<file path="src/rtl/core_link_pkg.sv">
// Shared types and default constants for the host-to-core frame driver.
package core_link_pkg;

  localparam int DATA_W_DEF        = 16;
  localparam int FFT_IN_WORDS_DEF  = 64;
  localparam int FFT_OUT_WORDS_DEF = 128;
  localparam int FIR_IN_WORDS_DEF  = 16;
  localparam int FIR_OUT_WORDS_DEF = 16;
  localparam int WAIT_MAX_DEF      = 4096;

  typedef enum logic [1:0] {
    MODE_FFT = 2'b00,
    MODE_FIR = 2'b01
  } mode_e;

  typedef enum logic [3:0] {
    ST_IDLE         = 4'd0,
    ST_HDR          = 4'd1,
    ST_HDR_GAP      = 4'd2,
    ST_SEND         = 4'd3,
    ST_SEND_GAP     = 4'd4,
    ST_WAIT_BUSY_HI = 4'd5,
    ST_WAIT_BUSY_LO = 4'd6,
    ST_RX_REQ       = 4'd7,
    ST_RX_WAIT      = 4'd8,
    ST_RX_OUT       = 4'd9,
    ST_RX_GAP       = 4'd10
  } drv_state_e;

  // Only the two low codes carry a job; the upper half of the mode space is reserved.
  function automatic logic mode_legal(input logic [1:0] mode);
    return (mode[1] == 1'b0);
  endfunction

endpackage

</file>
<file path="src/rtl/core_frame_driver_if.sv">
// Bundle of the host request/sample/result streams and the core word interface.
interface core_frame_driver_if #(
  parameter int DATA_W = 16
);
  logic              req_valid;
  logic              req_ready;
  logic [1:0]        req_mode;
  logic [DATA_W-1:0] smp_data;
  logic              smp_valid;
  logic              smp_ready;
  logic [DATA_W-1:0] core_data_in;
  logic              core_data_in_valid;
  logic              core_tx_done;
  logic [DATA_W-1:0] core_data_out;
  logic              core_data_out_valid;
  logic              core_busy;
  logic [DATA_W-1:0] res_data;
  logic              res_valid;
  logic              res_ready;
  logic              res_last;
  logic              drv_busy;
  logic [1:0]        err_flag;

  // Driver side.
  modport master (
    input  req_valid, req_mode, smp_data, smp_valid,
           core_data_out, core_data_out_valid, core_busy, res_ready,
    output req_ready, smp_ready, core_data_in, core_data_in_valid,
           core_tx_done, res_data, res_valid, res_last, drv_busy, err_flag
  );

  // Host and core side.
  modport slave (
    output req_valid, req_mode, smp_data, smp_valid,
           core_data_out, core_data_out_valid, core_busy, res_ready,
    input  req_ready, smp_ready, core_data_in, core_data_in_valid,
           core_tx_done, res_data, res_valid, res_last, drv_busy, err_flag
  );
endinterface

</file>
<file path="src/rtl/link_timeout_ctr.sv">
// Wait-cycle counter shared by the busy and result waits; expire flags the last allowed cycle.
module link_timeout_ctr #(
  parameter int WAIT_MAX = 4096
) (
  input  logic clk,
  input  logic rstb,
  input  logic clr,
  input  logic en,
  output logic expire
);
  localparam int CW = (WAIT_MAX > 1) ? $clog2(WAIT_MAX) : 1;
  localparam logic [CW-1:0] LAST = CW'(WAIT_MAX - 1);

  logic [CW-1:0] cnt_r;

  assign expire = (cnt_r == LAST);

  // Count cycles spent in a wait; saturate at the limit so expire stays asserted.
  always_ff @(posedge clk or negedge rstb) begin
    if (!rstb) begin
      cnt_r <= {CW{1'b0}};
    end else if (clr) begin
      cnt_r <= {CW{1'b0}};
    end else if (en && !expire) begin
      cnt_r <= cnt_r + {{(CW-1){1'b0}}, 1'b1};
    end else begin
      cnt_r <= cnt_r;
    end
  end
endmodule

</file>
<file path="src/rtl/core_frame_driver.sv">
// Serialises a job (header + input frame) to the core, waits out its compute
// phase and streams the result frame back to the host one word at a time.
module core_frame_driver
  import core_link_pkg::*;
#(
  parameter int DATA_W        = DATA_W_DEF,
  parameter int FFT_IN_WORDS  = FFT_IN_WORDS_DEF,
  parameter int FFT_OUT_WORDS = FFT_OUT_WORDS_DEF,
  parameter int FIR_IN_WORDS  = FIR_IN_WORDS_DEF,
  parameter int FIR_OUT_WORDS = FIR_OUT_WORDS_DEF,
  parameter int WAIT_MAX      = WAIT_MAX_DEF
) (
  input  logic clk,
  input  logic rstb,
  core_frame_driver_if.master bus
);
  localparam logic [7:0] FFT_IN_LAST  = 8'(FFT_IN_WORDS - 1);
  localparam logic [7:0] FFT_OUT_LAST = 8'(FFT_OUT_WORDS - 1);
  localparam logic [7:0] FIR_IN_LAST  = 8'(FIR_IN_WORDS - 1);
  localparam logic [7:0] FIR_OUT_LAST = 8'(FIR_OUT_WORDS - 1);

  drv_state_e        state_r;
  logic [7:0]        in_cnt_r;
  logic [7:0]        out_cnt_r;
  logic [7:0]        in_last_r;
  logic [7:0]        out_last_r;
  logic              req_ready_r;
  logic              smp_ready_r;
  logic [DATA_W-1:0] core_data_in_r;
  logic              core_data_in_valid_r;
  logic              core_tx_done_r;
  logic [DATA_W-1:0] res_data_r;
  logic              res_valid_r;
  logic              res_last_r;
  logic              drv_busy_r;
  logic [1:0]        err_flag_r;

  logic              tmo_en_s;
  logic              tmo_clr_s;
  logic              tmo_expire_s;

  // Timer runs only in the three core waits and restarts whenever a wait is satisfied.
  always_comb begin
    tmo_en_s  = 1'b0;
    tmo_clr_s = 1'b1;
    case (state_r)
      ST_WAIT_BUSY_HI: begin
        tmo_en_s  = 1'b1;
        tmo_clr_s = bus.core_busy;
      end
      ST_WAIT_BUSY_LO: begin
        tmo_en_s  = 1'b1;
        tmo_clr_s = !bus.core_busy;
      end
      ST_RX_WAIT: begin
        tmo_en_s  = 1'b1;
        tmo_clr_s = bus.core_data_out_valid;
      end
      default: begin
        tmo_en_s  = 1'b0;
        tmo_clr_s = 1'b1;
      end
    endcase
  end

  link_timeout_ctr #(.WAIT_MAX(WAIT_MAX)) u_tmo (
    .clk    (clk),
    .rstb   (rstb),
    .clr    (tmo_clr_s),
    .en     (tmo_en_s),
    .expire (tmo_expire_s)
  );

  // Job sequencer; every output is set on the transition into the state that owns it.
  always_ff @(posedge clk or negedge rstb) begin
    if (!rstb) begin
      state_r              <= ST_IDLE;
      in_cnt_r             <= 8'd0;
      out_cnt_r            <= 8'd0;
      in_last_r            <= 8'd0;
      out_last_r           <= 8'd0;
      req_ready_r          <= 1'b1;
      smp_ready_r          <= 1'b0;
      core_data_in_r       <= {DATA_W{1'b0}};
      core_data_in_valid_r <= 1'b0;
      core_tx_done_r       <= 1'b0;
      res_data_r           <= {DATA_W{1'b0}};
      res_valid_r          <= 1'b0;
      res_last_r           <= 1'b0;
      drv_busy_r           <= 1'b0;
      err_flag_r           <= 2'b00;
    end else begin
      case (state_r)
        ST_IDLE: begin
          if (bus.req_valid) begin
            if (mode_legal(bus.req_mode)) begin
              in_last_r            <= (bus.req_mode == MODE_FIR) ? FIR_IN_LAST : FFT_IN_LAST;
              out_last_r           <= (bus.req_mode == MODE_FIR) ? FIR_OUT_LAST : FFT_OUT_LAST;
              in_cnt_r             <= 8'd0;
              out_cnt_r            <= 8'd0;
              err_flag_r           <= 2'b00;
              core_data_in_r       <= {{(DATA_W-2){1'b0}}, bus.req_mode};
              core_data_in_valid_r <= 1'b1;
              req_ready_r          <= 1'b0;
              drv_busy_r           <= 1'b1;
              state_r              <= ST_HDR;
            end else begin
              // Illegal request is consumed; flag it and stay put.
              err_flag_r[1] <= 1'b1;
            end
          end else begin
            state_r <= ST_IDLE;
          end
        end
        ST_HDR: begin
          core_data_in_valid_r <= 1'b0;
          state_r              <= ST_HDR_GAP;
        end
        ST_HDR_GAP: begin
          smp_ready_r <= 1'b1;
          state_r     <= ST_SEND;
        end
        ST_SEND: begin
          if (bus.smp_valid) begin
            core_data_in_r       <= bus.smp_data;
            core_data_in_valid_r <= 1'b1;
            smp_ready_r          <= 1'b0;
            state_r              <= ST_SEND_GAP;
          end else begin
            state_r <= ST_SEND;
          end
        end
        ST_SEND_GAP: begin
          core_data_in_valid_r <= 1'b0;
          if (in_cnt_r == in_last_r) begin
            state_r <= ST_WAIT_BUSY_HI;
          end else begin
            in_cnt_r    <= in_cnt_r + 8'd1;
            smp_ready_r <= 1'b1;
            state_r     <= ST_SEND;
          end
        end
        ST_WAIT_BUSY_HI: begin
          if (bus.core_busy) begin
            state_r <= ST_WAIT_BUSY_LO;
          end else if (tmo_expire_s) begin
            err_flag_r[0] <= 1'b1;
            req_ready_r   <= 1'b1;
            drv_busy_r    <= 1'b0;
            state_r       <= ST_IDLE;
          end else begin
            state_r <= ST_WAIT_BUSY_HI;
          end
        end
        ST_WAIT_BUSY_LO: begin
          if (!bus.core_busy) begin
            core_tx_done_r <= 1'b1;
            state_r        <= ST_RX_REQ;
          end else if (tmo_expire_s) begin
            err_flag_r[0] <= 1'b1;
            req_ready_r   <= 1'b1;
            drv_busy_r    <= 1'b0;
            state_r       <= ST_IDLE;
          end else begin
            state_r <= ST_WAIT_BUSY_LO;
          end
        end
        ST_RX_REQ: begin
          core_tx_done_r <= 1'b0;
          state_r        <= ST_RX_WAIT;
        end
        ST_RX_WAIT: begin
          if (bus.core_data_out_valid) begin
            res_data_r  <= bus.core_data_out;
            res_valid_r <= 1'b1;
            res_last_r  <= (out_cnt_r == out_last_r);
            state_r     <= ST_RX_OUT;
          end else if (tmo_expire_s) begin
            err_flag_r[0] <= 1'b1;
            req_ready_r   <= 1'b1;
            drv_busy_r    <= 1'b0;
            state_r       <= ST_IDLE;
          end else begin
            state_r <= ST_RX_WAIT;
          end
        end
        ST_RX_OUT: begin
          // Downstream back-pressure may last forever; no timeout here.
          if (bus.res_ready) begin
            res_valid_r <= 1'b0;
            res_last_r  <= 1'b0;
            if (out_cnt_r == out_last_r) begin
              req_ready_r <= 1'b1;
              drv_busy_r  <= 1'b0;
              state_r     <= ST_IDLE;
            end else begin
              out_cnt_r <= out_cnt_r + 8'd1;
              state_r   <= ST_RX_GAP;
            end
          end else begin
            state_r <= ST_RX_OUT;
          end
        end
        ST_RX_GAP: begin
          core_tx_done_r <= 1'b1;
          state_r        <= ST_RX_REQ;
        end
        default: begin
          core_data_in_valid_r <= 1'b0;
          core_tx_done_r       <= 1'b0;
          smp_ready_r          <= 1'b0;
          res_valid_r          <= 1'b0;
          res_last_r           <= 1'b0;
          req_ready_r          <= 1'b1;
          drv_busy_r           <= 1'b0;
          state_r              <= ST_IDLE;
        end
      endcase
    end
  end

  assign bus.req_ready          = req_ready_r;
  assign bus.smp_ready          = smp_ready_r;
  assign bus.core_data_in       = core_data_in_r;
  assign bus.core_data_in_valid = core_data_in_valid_r;
  assign bus.core_tx_done       = core_tx_done_r;
  assign bus.res_data           = res_data_r;
  assign bus.res_valid          = res_valid_r;
  assign bus.res_last           = res_last_r;
  assign bus.drv_busy           = drv_busy_r;
  assign bus.err_flag           = err_flag_r;

endmodule

</file>
<file path="src/flat_wrapper.sv">
// flat-port wrapper written by rule: the top's interface ports become plain ports
module core_frame_driver_flat import core_link_pkg::*;
#(
  parameter int DATA_W        = DATA_W_DEF,
  parameter int FFT_IN_WORDS  = FFT_IN_WORDS_DEF,
  parameter int FFT_OUT_WORDS = FFT_OUT_WORDS_DEF,
  parameter int FIR_IN_WORDS  = FIR_IN_WORDS_DEF,
  parameter int FIR_OUT_WORDS = FIR_OUT_WORDS_DEF,
  parameter int WAIT_MAX      = WAIT_MAX_DEF
)
  (clk, rstb, bus_req_valid, bus_req_mode, bus_smp_data, bus_smp_valid, bus_core_data_out, bus_core_data_out_valid, bus_core_busy, bus_res_ready, bus_req_ready, bus_smp_ready, bus_core_data_in, bus_core_data_in_valid, bus_core_tx_done, bus_res_data, bus_res_valid, bus_res_last, bus_drv_busy, bus_err_flag);
  core_frame_driver_if #(.DATA_W(DATA_W)) bus_i ();
  input  logic clk;
  input  logic rstb;
  input wire logic [$bits(bus_i.req_valid)-1:0] bus_req_valid;
  input wire logic [$bits(bus_i.req_mode)-1:0] bus_req_mode;
  input wire logic [$bits(bus_i.smp_data)-1:0] bus_smp_data;
  input wire logic [$bits(bus_i.smp_valid)-1:0] bus_smp_valid;
  input wire logic [$bits(bus_i.core_data_out)-1:0] bus_core_data_out;
  input wire logic [$bits(bus_i.core_data_out_valid)-1:0] bus_core_data_out_valid;
  input wire logic [$bits(bus_i.core_busy)-1:0] bus_core_busy;
  input wire logic [$bits(bus_i.res_ready)-1:0] bus_res_ready;
  output wire logic [$bits(bus_i.req_ready)-1:0] bus_req_ready;
  output wire logic [$bits(bus_i.smp_ready)-1:0] bus_smp_ready;
  output wire logic [$bits(bus_i.core_data_in)-1:0] bus_core_data_in;
  output wire logic [$bits(bus_i.core_data_in_valid)-1:0] bus_core_data_in_valid;
  output wire logic [$bits(bus_i.core_tx_done)-1:0] bus_core_tx_done;
  output wire logic [$bits(bus_i.res_data)-1:0] bus_res_data;
  output wire logic [$bits(bus_i.res_valid)-1:0] bus_res_valid;
  output wire logic [$bits(bus_i.res_last)-1:0] bus_res_last;
  output wire logic [$bits(bus_i.drv_busy)-1:0] bus_drv_busy;
  output wire logic [$bits(bus_i.err_flag)-1:0] bus_err_flag;
  assign bus_i.req_valid = bus_req_valid;
  assign bus_i.req_mode = bus_req_mode;
  assign bus_i.smp_data = bus_smp_data;
  assign bus_i.smp_valid = bus_smp_valid;
  assign bus_i.core_data_out = bus_core_data_out;
  assign bus_i.core_data_out_valid = bus_core_data_out_valid;
  assign bus_i.core_busy = bus_core_busy;
  assign bus_i.res_ready = bus_res_ready;
  assign bus_req_ready = bus_i.req_ready;
  assign bus_smp_ready = bus_i.smp_ready;
  assign bus_core_data_in = bus_i.core_data_in;
  assign bus_core_data_in_valid = bus_i.core_data_in_valid;
  assign bus_core_tx_done = bus_i.core_tx_done;
  assign bus_res_data = bus_i.res_data;
  assign bus_res_valid = bus_i.res_valid;
  assign bus_res_last = bus_i.res_last;
  assign bus_drv_busy = bus_i.drv_busy;
  assign bus_err_flag = bus_i.err_flag;
  core_frame_driver #(.DATA_W(DATA_W), .FFT_IN_WORDS(FFT_IN_WORDS), .FFT_OUT_WORDS(FFT_OUT_WORDS), .FIR_IN_WORDS(FIR_IN_WORDS), .FIR_OUT_WORDS(FIR_OUT_WORDS), .WAIT_MAX(WAIT_MAX)) u_core (.clk(clk), .rstb(rstb), .bus(bus_i));
endmodule
</file>
<file path="config.mk">
export PLATFORM = sky130hd
export DESIGN_NAME = core_frame_driver_flat
export DESIGN_NICKNAME = d
export VERILOG_FILES = /design/src/rtl/core_link_pkg.sv /design/src/rtl/core_frame_driver_if.sv /design/src/rtl/link_timeout_ctr.sv /design/src/rtl/core_frame_driver.sv /design/src/flat_wrapper.sv
export SDC_FILE = /design/constraint.sdc
export NUM_CORES = 1
export LEC_CHECK = 0
export CORE_MARGIN = 2
export CORE_UTILIZATION = 45
export CTS_CLUSTER_SIZE = 12
export DETAILED_ROUTE_END_ITERATION = 16
export PLACE_DENSITY = 0.71
export RECOVER_POWER = 50
export SLEW_MARGIN = 20
export SYNTH_ARGS = -nofsm -noshare
export SYNTH_HDL_FRONTEND = slang
export SYNTH_SLANG_ARGS = --single-unit
</file>
<file path="constraint.sdc">
create_clock -name clk -period 3.1 [get_ports clk]
set_input_delay 0.93 -clock clk [delete_from_list [all_inputs] [get_ports clk]]
set_output_delay 0.93 -clock clk [all_outputs]
set_load 0.02 [all_outputs]
</file>
=== Word-level counts from Yosys, hierarchy flattened ===
Cells that the tools add are included.

* Flip-flop bits (word level): 89
* Input port bits: 41
* Output and inout port bits: 41
* Word-level logic and storage cells: 147

* Add/sub/neg operators: 3
* Equality and inequality tests: 27
* Mux-type cells: 67
* Bitwise operators: 6
* Reductions and logical operators: 27

{| class="wikitable"
|+ Operator list
! kind !! number
|-
| 2-to-1 mux 16 bit || 3
|-
| case mux 4 bit (11 select lines) || 1
|-
| 2-to-1 mux 8 bit || 5
|-
| case mux 16 bit (2 select lines) || 1
|-
| case mux 8 bit (2 select lines) || 2
|-
| 2-to-1 mux 1 bit || 30
|-
| 2-to-1 mux 4 bit || 7
|-
| 2-to-1 mux 12 bit || 2
|-
| != test 2 bit, second input constant || 11
|-
| adder 8 x 1 -> 8 bit, second input constant || 2
|-
| == test 4 x 3 -> 1 bit, second input constant || 4
|-
| == test 8 bit || 2
|-
| OR reduction 8 bit || 2
|-
| 2-to-1 mux 3 bit || 5
|-
| case mux 1 bit (3 select lines) || 5
|-
| adder 12 x 1 -> 12 bit, second input constant || 1
|-
| == test 12 bit, second input constant || 1
|-
| == test 4 bit, second input constant || 3
|-
| case mux 1 bit (6 select lines) || 2
|-
| AND reduction 4 bit || 3
|-
| AND reduction 3 bit || 3
|-
| OR reduction 9 bit || 1
|-
| == test 4 x 2 -> 1 bit, second input constant || 2
|-
| case mux 1 bit (4 select lines) || 2
|-
| other kinds (19) || 30
|}

=== Longest topological paths before layout ===
* Depth in word-level cells: 6
* Gate-level depth with buffers: 7
* Mapped depth without buffers: 6

=== Modules after synthesis ===
Synthesis repeated with hierarchy kept, for this count alone.

* Cells, all modules: 397
* Area total of the unflattened synthesis: 3898.7 µm²

{| class="wikitable"
|+ Modules (own cells, without submodules)
! module !! instances !! cells an instance !! area an instance (µm²) !! seq. area each (µm²)
|-
| core_frame_driver || 1 || 330 || 3226.8 || 1577.8
|-
| link_timeout_ctr || 1 || 67 || 671.9 || 300.3
|}

=== Least setup slack after synthesis ===
No wires, ideal clock.

* Path kind: in2reg
* From: input port bus_req_mode[1]
* To: register u_core.in_cnt_r[5]
* Setup time: 0.078 ns
* Data arrival time: 2.024 ns
* Required time: 3.022 ns
* Slack: 0.998 ns
* Stages on the path: 5
* Path buffers: 0
* Path through: and2b_1 > o211ai_1 > a21o_1 > or4_1 > a21oi_1

* Longest elaborated chain between the ends: 2

{| class="wikitable"
|+ RTL lines
! item !! RTL line !! RTL
|-
| from (decl) || flat_wrapper.sv:16 || <nowiki>input wire logic [$bits(bus_i.req_mode)-1:0] bus_req_mode;</nowiki>
|-
| != test 2 bit (no line) || -- ||
|-
| AND reduction 4 bit (no line) || -- ||
|-
| to (signal assigned) || core_frame_driver.sv:138 || <nowiki>in_cnt_r <= in_cnt_r + 8'd1;</nowiki>
|-
| to (decl) || core_frame_driver.sv:23 || <nowiki>logic [7:0] in_cnt_r;</nowiki>
|}

No other way between the ends.
A chain may end at the register's enable or synchronous reset.

=== Final worst setup path ===
* From: input port bus_core_busy
* To: register u_core.err_flag_r[0], in the netlist u_core.bus.err_flag[0]

* Longest elaborated chain between the ends: 2
* Elaborated cells between the ends (all ways): 3
* Those cells by class: eq/ne (2); reduce/logical (1)

{| class="wikitable"
|+ RTL lines
! item !! RTL line !! RTL
|-
| from (decl) || flat_wrapper.sv:21 || <nowiki>input wire logic [$bits(bus_i.core_busy)-1:0] bus_core_busy;</nowiki>
|-
| != test 2 bit (no line) || -- ||
|-
| AND reduction 6 bit (no line) (*) || -- ||
|-
| to (signal assigned) || core_frame_driver.sv:91 || <nowiki>err_flag_r <= 2'b00;</nowiki>
|-
| to (signal assigned) || core_frame_driver.sv:101 || <nowiki>err_flag_r <= 2'b00;</nowiki>
|-
| to (signal assigned) || core_frame_driver.sv:147 || <nowiki>err_flag_r[0] <= 1'b1;</nowiki>
|-
| to (decl) || core_frame_driver.sv:36 || <nowiki>logic [1:0] err_flag_r;</nowiki>
|}

Every way passes the cells marked *; elsewhere a longest branch is shown, timed or not.

==> flow_metrics.env <==
export IMPL_nNetsFinal=509
export IMPL_finalCriticalPeriod_ns=2.62
export IMPL_worstPathMaxFanout=13
export IMPL_synth_warnings=0
export IMPL_via_count=3184
export IMPL_clk_latency_ns=0.35
export IMPL_gr_usage_all_layers_pct=20.1
export IMPL_avgSynthCellArea_um2=9.87
export IMPL_cap_violations=1
export IMPL_final_common_cell="clkdlybuf4s50_1"
export IMPL_cts_resized_gates=0
export IMPL_die_area_um2=9290
export IMPL_relSlewSlack_pct=-23.5
export IMPL_gpl_final_weighted_congestion=0.831
export IMPL_die_y_um=96.4
export IMPL_reg2reg_setup_slack_ns=0.59
export IMPL_syn2layout_area_growth_pct=28.1
export IMPL_worst_hold_slack_ns=0.481
export IMPL_seq_area_frac_synth_pct=48.9
export IMPL_syn_nets=433
export IMPL_worstHoldEndpoint="u_core.bus.core_data_in[7]"
export IMPL_via_per_inst=5.54
export IMPL_synth_area_leaders="dfrtp_1 (48%), nand2_1 (6.6%), mux2_2 (5.3%), o21ai_0 (4.0%), nor2_1 (2.8%)"
export IMPL_clockBufferDepth=2
export IMPL_layout_common_cells="clkdlybuf4s50_1 (77), dfrtp_1 (74), nand2_1 (68), o21ai_0 (31), nor2_1 (29)"
export IMPL_ios=82
export IMPL_tritoncts="done"
export IMPL_p_leak_nw=2.02
export IMPL_synth_top_area_share_pct=48.2
export IMPL_initial_core_util_pct=46.5
export IMPL_synth_distinct_cells=63
export IMPL_hold_path_class="flip-flop to flip-flop"
export IMPL_cts_setup_buffers=0
export IMPL_pwr_share_clk_pct=23.0
export IMPL_syn_inst=389
export IMPL_numCtsBuffers=9
export IMPL_p_int_mw=2.56
export IMPL_tightest_slew_ns=1.85
export IMPL_setup_tns_ns=0
export IMPL_cp_required_ns=3.29
export IMPL_cp_end_kind="flip-flop"
export IMPL_p_switching_mw=1.49
export IMPL_slowest_delay_ns=0.80
export IMPL_irDropWorstVdd_v=0.000438
export IMPL_syn_cell_area_um2=3840
export IMPL_reg2reg_from="u_core.state_r[2]"
export IMPL_p_per_area_nw_per_um2=823
export IMPL_synth_edf_count=0
export IMPL_ys_ff_latch=75
export IMPL_grt_max_degree=76
export IMPL_dp_hpwl_um=5870
export IMPL_clkTransAtPathRegs_ns=0.08
export IMPL_drc_errors=0
export IMPL_htree_levels=3
export IMPL_finalSetupViolCount=0
export IMPL_root_buffer="clkbuf_8"
export IMPL_die_x_um=96.4
export IMPL_min_from="u_core.bus.core_data_in[7]"
export IMPL_rr_endpoint="u_core.out_cnt_r[2]"
export IMPL_hold_viol=0
export IMPL_grt_pass1_vias=3106
export IMPL_grt_pass1_wl_um=14600
export IMPL_p_seq_share_pct=37.2
export IMPL_outcome="complete, but fails checks"
export IMPL_fillers=735
export IMPL_seq_area_um2=1880
export IMPL_rows=33
export IMPL_path_cells="dlygate4sd3_1 > nand3_1 > o21ai_0 > a22oi_1 > o21ai_0"
export IMPL_antenna_found_initial=0
export IMPL_crit_path_start="bus_core_busy"
export IMPL_core_area_um2=8260
export IMPL_switching_share_pct=36.8
export IMPL_max_freq_mhz=382
export IMPL_wire_per_inst_um=14.8
export IMPL_cts_sinks=75
export IMPL_ctsHoldBuffers=0
export IMPL_layout_drive_gt1_share_pct=11.3
export IMPL_pwr_share_comb_pct=39.8
export IMPL_start_kind="input pin"
export IMPL_crit_family="compound AO/OA/AOI/OAI gates"
export IMPL_crit_arrival_ns=2.81
export IMPL_rsz0062_at_grt="no"
export IMPL_slew_viol_final=76
export IMPL_yosys_area_top_type="dfrtp_1"
export IMPL_antenna_cells=0
export IMPL_postRouteAntennaNets=0
export IMPL_wl_um=8490
export IMPL_skew_ns=0.0173
export IMPL_ys_dominant_reg_cell="dfrtp_1"
export IMPL_violations="max-capacitance violations, max-slew violations"
export IMPL_firstDrtPassIters=4
export IMPL_post_route_period_util_pct=84.4
export IMPL_cp_num_buf_inv=1
export IMPL_reg2regPathDepth=6
export IMPL_setup_worst_path_class="input pin to flip-flop"
export IMPL_hold_depth=2
export IMPL_crit_path_top_delay_cell="a22oi_1"
export IMPL_place_port_buffers=81
export IMPL_synth_async_reset_ratio_pct=100
export IMPL_grt_overflow=0
export IMPL_cpMostUsedCell="o21ai_0"
export IMPL_multiInputGateArea_um2=1800
export IMPL_drtIter0Drc=273
==> per-layer routing <==
layer	vias to the layer above	GRT usage [%]	wire length (µm)
li1	1544	-	-
met1	1526	27.4	3890
met2	104	31.0	3860
met3	10	5.32	624
met4	0	7.51	111
met5	-	0	0
==> worst max-delay path by stage <==
stage | end | cells after the start
after floorplan | u_core.in_cnt_r[5] | 5
after global placement | u_core.bus.err_flag[0] | 5
after detailed placement | u_core.bus.err_flag[0] | 4
after CTS | u_core.bus.err_flag[0] | 4
after global routing | u_core.bus.err_flag[0] | 5
final | u_core.bus.err_flag[0] | 5
==> stage by stage <==
| step | util (%) | area (µm²) | power [mW] | setup slack (ns) | cells |
|---|---|---|---|---|---|
| floorplan | - | 3840 | 2.50 | 0.998 | 389 |
| global placement | 56.8 | 4690 | 3.13 | 0.258 | 559 |
| detailed placement | 56.8 | 4690 | 3.15 | 0.181 | 559 |
| CTS | 59.8 | 4940 | 4.10 | 0.564 | 575 |
| global route | 59.6 | 4920 | 4.31 | 0.289 | 575 |
| finish | 59.6 | 4920 | 4.05 | 0.484 | 575 |
==> power by group through the flow <==
stage | clock (mW) | combinational [mW] | sequential, mW
3_5_place_dp | 0 | 1.64 | 1.52
6_report | 0.931 | 1.61 | 1.51
3_3_place_gp | 0 | 1.62 | 1.51
4_1_cts | 0.953 | 1.64 | 1.50
2_1_floorplan | 0 | 0.823 | 1.68
5_1_grt | 0.990 | 1.77 | 1.55
==> state kept, by name, indices dropped and copies added (netlist names) <==
name and cells:
u_core.bus.core_data_in 16, u_core.bus.res_data 16, u_core.u_tmo.cnt_r 12, u_core.in_cnt_r 8
u_core.out_cnt_r 8, u_core.state_r 4, u_core.bus.err_flag 2, u_core.in_last_r 2
u_core.bus.core_data_in_valid 1, u_core.bus.core_tx_done 1, u_core.bus.drv_busy 1, u_core.bus.req_ready 1
u_core.bus.res_last 1, u_core.bus.res_valid 1, u_core.bus.smp_ready 1
==> worst min-delay path, stage by stage (launching register included) <==
cell	delay [ns]
dfrtp_1	0.35
nand2_1	0.04
o21ai_0	0.06
==> area by class of cell <==
type | count | share of cell area [%]
clock buffer | 10 | 2.80
timing repair buffer | 86 | 17.0
inverter | 6 | 0.458
clock inverter | 6 | 2.26
sequential | 75 | 38.2
multi-input combinational | 287 | 36.6
tap | 105 | 2.67
==> cell usage after synthesis (2+ instances only) <==
| master | number |
|---|---|
| xor2_1 | 4 |
| mux2_2 | 18 |
| o21ai_0 | 31 |
| and2_1 | 2 |
| ha_1 | 3 |
| and2b_1 | 2 |
| a21o_1 | 3 |
| buf_2 | 3 |
| clkbuf_1 | 11 |
| nor2_1 | 29 |
| or4_1 | 5 |
| and3_2 | 2 |
| clkbuf_8 | 3 |
| nor4_1 | 4 |
| or4_4 | 2 |
| nand2_1 | 68 |
| or3_1 | 3 |
| o31ai_1 | 2 |
| a2111oi_4 | 2 |
| o221ai_1 | 2 |
| nand3_1 | 16 |
| a311oi_1 | 2 |
| nor3_1 | 8 |
| nor3b_1 | 3 |
| a31oi_1 | 3 |
| nand2b_1 | 2 |
| buf_6 | 2 |
| a22oi_1 | 2 |
| inv_1 | 5 |
| a21oi_1 | 14 |
| and3_1 | 4 |
| and4_1 | 2 |
| o22ai_1 | 2 |
| xnor2_1 | 12 |
| mux2i_1 | 3 |
| a211oi_1 | 5 |
| o211ai_1 | 2 |
| nand4_1 | 5 |
| dfrtp_1 | 74 |
==> logic make-up after synthesis <==
logic type	synth area share [%]
DFF	48.9
xor gates and xnor gates	3.65
muxes	6.06
AOI/OAI and AO/OA	15.4
and+or+nand+nor	21.0
adders and majority gates	0.978
buffers and inverters	4.01
(Power assumes the default switching activity.)
